`config.mk`:
```
export PLATFORM = sky130hd
export DESIGN_NAME = coso_bit_packer
export DESIGN_NICKNAME = d
export VERILOG_FILES = /design/src/rtl/coso_bit_packer.sv
export SDC_FILE = /design/constraint.sdc
export NUM_CORES = 1
export LEC_CHECK = 0
export ABC_CLOCK_PERIOD_IN_PS = 3100
export BUFFER_PORTS_ARGS = -buffer_cell sky130_fd_sc_hd__buf_2
export CAP_MARGIN = 40
export CORE_UTILIZATION = 52
export DETAILED_ROUTE_END_ITERATION = 6
export PLACE_DENSITY = 0.74
export SLEW_MARGIN = 10
export SYNTH_ARGS = -nofsm -noshare
export SYNTH_HDL_FRONTEND = slang
export SYNTH_SLANG_ARGS = --single-unit
```
`constraint.sdc`:
```
create_clock -name clk -period 3.1 [get_ports clk]
set_input_delay 0 -clock clk [delete_from_list [all_inputs] [get_ports clk]]
set_output_delay 0 -clock clk [all_outputs]
set_load 0.05 [all_outputs]
```
`src/rtl/coso_bit_packer.sv`:
```
`default_nettype none
// ============================================================================
// Module      : coso_bit_packer
// Description : Takes run-length results from the coherent-sampling counter,
//               uses COUNT[0] as a raw random bit, runs a repetition health
//               test on the counts, optionally debiases with a von Neumann
//               corrector and packs bits MSB-first into WIDTH-bit words on a
//               valid/ready output.
// Ports       : clk          system clock
//               rst          asynchronous active-high reset
//               i_count      run-length result
//               i_count_en   1-cycle strobe qualifying i_count
//               o_dout       packed word (first bit in MSB)
//               o_dout_valid o_dout holds an unconsumed word
//               i_dout_ready consumer accepts when valid & ready at posedge
//               o_drop       1-cycle pulse: completed word discarded
//               o_err        sticky repetition-test failure
//               i_err_clr    clears o_err and health/packing state
// Revision    : 1.0 - initial release
// ============================================================================
module coso_bit_packer #(
    parameter int WIDTH     = 32,
    parameter int VN_EN     = 1,
    parameter int REP_LIMIT = 8
) (
    input  logic             clk,
    input  logic             rst,
    input  logic [7:0]       i_count,
    input  logic             i_count_en,
    output logic [WIDTH-1:0] o_dout,
    output logic             o_dout_valid,
    input  logic             i_dout_ready,
    output logic             o_drop,
    output logic             o_err,
    input  logic             i_err_clr
);

    localparam int              c_CW        = $clog2(WIDTH);
    localparam logic [c_CW-1:0] c_LAST      = c_CW'(WIDTH - 1);
    localparam logic [7:0]      c_REP_LIMIT = 8'(REP_LIMIT);

    typedef enum logic [0:0] {
        VN_IDLE  = 1'b0,
        VN_HAVE1 = 1'b1
    } vn_state_t;

    logic [7:0]       r_prev_count;
    logic [7:0]       r_rep_cnt;
    logic             r_err;
    logic [WIDTH-2:0] r_sh;
    logic [c_CW-1:0]  r_bitcnt;
    logic [WIDTH-1:0] r_dout;
    logic             r_valid;
    logic             r_drop;

    logic             w_raw;
    logic             w_take;
    logic [7:0]       w_rep_next;
    logic             w_err_set;
    logic             w_emit;
    logic             w_bit;
    logic [WIDTH-1:0] w_sh_full;
    logic             w_word_done;

    assign w_raw  = i_count[0];
    // A strobe coinciding with a clear is ignored; while in error no bits flow.
    assign w_take = i_count_en & ~i_err_clr & ~r_err;

    // ------------------------------------------------------------------
    // Repetition health test: runs on every strobe regardless of ERR/VN.
    // ------------------------------------------------------------------
    assign w_rep_next = (i_count == r_prev_count)
                      ? ((r_rep_cnt == 8'hFF) ? 8'hFF : r_rep_cnt + 8'd1)
                      : 8'd1;
    // Set is evaluated even under a clear so that a simultaneous set wins.
    assign w_err_set  = i_count_en & (w_rep_next == c_REP_LIMIT);

    always_ff @(posedge clk or posedge rst) begin
        if (rst) begin
            r_prev_count <= 8'd0;
            r_rep_cnt    <= 8'd0;
            r_err        <= 1'b0;
        end else begin
            if (i_err_clr) begin
                r_prev_count <= 8'd0;
                r_rep_cnt    <= 8'd0;
            end else if (i_count_en) begin
                r_prev_count <= i_count;
                r_rep_cnt    <= w_rep_next;
            end
            if (w_err_set) begin
                r_err <= 1'b1;
            end else if (i_err_clr) begin
                r_err <= 1'b0;
            end
        end
    end

    // ------------------------------------------------------------------
    // Bit source: von Neumann corrector or raw pass-through.
    // ------------------------------------------------------------------
    generate
        if (VN_EN != 0) begin : g_vn
            vn_state_t r_vn_state;
            vn_state_t w_vn_next;
            logic      r_vn_b0;
            logic      w_vn_b0_next;

            always_ff @(posedge clk or posedge rst) begin
                if (rst) begin
                    r_vn_state <= VN_IDLE;
                    r_vn_b0    <= 1'b0;
                end else begin
                    r_vn_state <= w_vn_next;
                    r_vn_b0    <= w_vn_b0_next;
                end
            end

            always_comb begin
                w_vn_next    = r_vn_state;
                w_vn_b0_next = r_vn_b0;
                w_emit       = 1'b0;
                w_bit        = r_vn_b0;
                if (i_err_clr) begin
                    w_vn_next = VN_IDLE;
                end else if (w_take) begin
                    case (r_vn_state)
                        VN_IDLE: begin
                            w_vn_next    = VN_HAVE1;
                            w_vn_b0_next = w_raw;
                        end
                        VN_HAVE1: begin
                            w_vn_next = VN_IDLE;
                            w_emit    = (r_vn_b0 != w_raw);
                        end
                        default: w_vn_next = VN_IDLE;
                    endcase
                end
            end
        end else begin : g_raw
            assign w_emit = w_take;
            assign w_bit  = w_raw;
        end
    endgenerate

    // ------------------------------------------------------------------
    // Packing and output register. The shift register only holds WIDTH-1
    // bits; the completing bit is appended directly into the output word.
    // ------------------------------------------------------------------
    assign w_sh_full   = {r_sh, w_bit};
    assign w_word_done = w_emit & (r_bitcnt == c_LAST);

    always_ff @(posedge clk or posedge rst) begin
        if (rst) begin
            r_sh     <= '0;
            r_bitcnt <= '0;
            r_dout   <= '0;
            r_valid  <= 1'b0;
            r_drop   <= 1'b0;
        end else begin
            r_drop <= 1'b0;
            if (i_err_clr) begin
                r_bitcnt <= '0;
            end else if (w_emit) begin
                r_sh     <= w_sh_full[WIDTH-2:0];
                r_bitcnt <= (r_bitcnt == c_LAST) ? '0 : r_bitcnt + c_CW'(1);
            end

            if (w_word_done && (!r_valid || i_dout_ready)) begin
                r_dout  <= w_sh_full;
                r_valid <= 1'b1;
            end else begin
                if (w_word_done) begin
                    r_drop <= 1'b1;
                end
                if (r_valid && i_dout_ready) begin
                    r_valid <= 1'b0;
                end
            end
        end
    end

    assign o_dout       = r_dout;
    assign o_dout_valid = r_valid;
    assign o_drop       = r_drop;
    assign o_err        = r_err;

endmodule
`default_nettype wire
```
==> results.toml <==
[global_routing]
grt.overflow.total = 0
grt_max_degree = 40
grt_pass1_wl_um = 11500
grt_pass1_vias = 2482
track_usage = 0.195
grt_antenna_before_repair = 0

[floorplanning]
row_count = 31
die_x_um = 88.6
boundaryPins = 48
die_height_um = 88.6
core_area_mm2 = 0.00725
die-area_mm2 = 0.00785
initial_core_util = 0.537

[cts]
cts_tree = "yes"
cts_buffers = 9
cts_root_buffer = "clkbuf_8"
insertion_delay_ns = 0.36
clkSlewWorstSetupHoldPaths_ns = 0.10
clock-sinks = 89
ctsLongestPathBuffers = 2
cts_max_level = 3
cts_resized = 0
cts_setup_buffers = 0

[sta]
rsz0062_at_grt = "no"
drv_slew = 0
hold_viol_final = 0
fin_crit_sh = 0.715
max_slew_margin = 0.478
setup_viol = 0
tightest_slew_ns = 0.776
fmax_mhz = 451
clock-skew-final_ns = 0.0121
fin_crit_ns = 2.22
fin_tns_setup_ns = 0

[yosys]
synth_top_area_frac = 0.571
synth_common_cells = "104 x nand2_1, 89 x dfrtp_1, 30 x mux2_4, 18 x nor2_1, 11 x clkbuf_1"
synth-compound-area-share = 0.0546
synthSimpleGateAreaFrac = 0.170
synth_top_family_by_area = "simple AND/OR/NAND/NOR gates"
synth_area_per_cell_um2 = 11.3
yosys.area_share.adder = 0.00963
yosysMostFrequentCell = "nand2_1"
synth_warnings = 0
synth.distinct_cells = 40
synth_edf_count = 0
synth_nets = 360
netlist_instances = 344
synth_mux_area_frac = 0.145
synth_top_area_cell = "dfrtp_1"
synth_seq_cells = 89
synth_ff_type = "dfrtp_1"
synthXorXnorAreaFrac = 0.0247
async_flop_share = 1.00
synthTopCellsByArea = "dfrtp_1 57%, mux2_4 12%, nand2_1 10%"
ys_seq_area_frac = 0.571
synth_area_mm2 = 0.00390

[setup_path]
worstSetupPathType = "reg2reg"
cp.arrival_ns = 2.45
crit_path_max_incr_delay_ns = 0.54
path_buf_inv = 0
crit_family = "simple AND/OR/NAND/NOR gates"
required_ns = 3.33
worstSetupStartpointType = "flop"
slowest_stage = "nand3_4"
critPathMaxFanout = 32
crit_path_end_kind = "flop"
cpMostUsedCell = "ha_1"
crit_chain = "ha_1 -> and3_1 -> ha_1 -> nand3_4 -> mux2_4"

[drt]
first_pass_iters = 4
wirelength_um = 6850
post_drt_wl_per_cell_um = 13.6
postRouteAntennaNets = 0
vias = 2602
drt_iter0_drc = 127
via_per_inst = 5.15
drc_errors = 0

[placed_design]
place_area_mm2 = 0.00422
port_buffers = 47
dp_hpwl_um = 4520
place_congestion = 0.858

[pwr]
p_int_mw = 1.62
switching_share = 0.242
switching_power_uw = 518
power_frac_seq = 0.567
power_leakage_nw = 2.44
power-per-cell-area_mw_per_mm2 = 474
pwr-share-clk = 0.375
p_comb_frac = 0.058
peakVddDrop_uv = 421

[final_layout]
num-nets-final = 417
antenna_cells = 0
fillerInstances = 600
design_area_mm2 = 0.00451
drive_gt1_frac = 0.264
area_delta_synth_final_pct = 15.6

[outcome]
status = "finished, final reports clean"

[run]
maxCapViolCount = 0

[min_path]
hold_class = "in2reg"
## routing by layer
| metal | up-vias | global-route usage | wire [µm] |
|---|---|---|---|
| met1 | 1257 | 0.252 | 3140 |
| met5 | - | 0 | 0 |
| li1 | 1285 | - | - |
| met3 | 7 | 0.0578 | 254 |
| met2 | 53 | 0.316 | 3360 |
| met4 | 0 | 0.0630 | 97 |
## sequential cells by signal (all words and copies together) (netlist names)
register,count
o_dout,32
r_sh,31
r_prev_count,8
r_rep_cnt,8
r_bitcnt,5
g_vn.r_vn_b0,1
g_vn.r_vn_state,1
o_dout_valid,1
o_drop,1
o_err,1
## tightest hold or removal path, cell delays in order
cell	delay, ns
buf_2	0.08
nand2b_1	0.19
nor2_1	0.07
## timing repair
| action | in CTS | in global routing |
|---|---|---|
| hold buffers | 9 | 0 |
| hold endpoints to repair | 46 | 0 |
| endpoints found under the setup margin | 0 | 0 |
## cell families (layout without fill, tap and decap cells)
family | count (synthesis) | in the layout
muxes | 41 | 41
AOI/OAI and AO/OA | 31 | 31
buffers and inverters | 19 | 81
DFF | 89 | 89
and+or+nand+nor | 150 | 150
adders and majority gates | 3 | 3
xor gates and xnor gates | 11 | 11
## cell type report
cell class	instances	area, µm²	share of cell area
repair buffers	62	370	0.0822
well taps	99	124	0.0275
multi-input cells	236	1570	0.349
clock buffers	10	128	0.0283
inverters	3	12.5	0.00278
clock inverters	6	73.8	0.0164
flip-flops and latches	89	2230	0.494
## cell usage in the layout (no fill, tap or decap), types with 2 or more instances in the layout
cell,Yosys,routed
nand2_1,104,104
dfrtp_1,89,89
buf_2,1,47
mux2_4,30,30
nor2_1,18,18
xor2_1,9,9
clkbuf_8,0,9
dlygate4sd3_1,0,9
mux2i_1,8,8
a21oi_1,8,8
nand3_1,7,7
buf_4,1,6
o211ai_1,5,5
a211oi_1,5,5
and3_1,4,4
mux2_2,3,3
ha_1,3,3
clkinv_4,0,3
nor4_2,2,2
nand4_1,2,2
o21a_1,2,2
nand2b_1,2,2
o2111ai_1,2,2
inv_1,3,2
or3_1,2,2
xnor2_1,2,2
o21ai_0,2,2
a31oi_1,2,2
nor2b_1,2,2
inv_6,0,2
## power groups by stage
stage	logic (mW)	clock network, mW	registers (mW)
final	0.124	0.801	1.21
after global routing	0.142	0.870	1.22
after CTS	0.127	0.825	1.21
after detailed placement	0.118	0	1.24
after global placement	0.114	0	1.23
after floorplan	0.0845	0	1.23
## path summary, 6_finish.rpt
path	cells past startpoint	end	slack [ns]	from
setup / recovery	5	o_dout[5]$_DFFE_PP0P_	0.88	r_bitcnt[0]$_DFFE_PP0P_
hold / removal	3	o_drop$_DFF_PP0_	0.01	i_dout_ready
setup reg to reg	5	o_dout[5]$_DFFE_PP0P_	0.88	r_bitcnt[0]$_DFFE_PP0P_
hold reg to reg	2	r_sh[9]$_DFFE_PP0P_	0.50	r_sh[8]$_DFFE_PP0P_
max in group asynchronous	4	r_sh[26]$_DFFE_PP0P_	2.07	rst
min in group asynchronous	3	o_dout[12]$_DFFE_PP0P_	0.25	rst
## per-stage QoR
step	util	hold slack [ns]	power [mW]	std cells	setup slack, ns
after floorplan	-	0.0668	1.32	344	0.793
after global placement	0.581	0.104	1.35	480	0.965
after detailed placement	0.581	0.120	1.36	480	0.869
after CTS	0.621	0.000421	2.17	505	0.856
after global routing	0.621	0.00557	2.23	505	0.695
final	0.621	0.0104	2.14	505	0.883
Note: power is estimated with default switching activity, not from simulation.
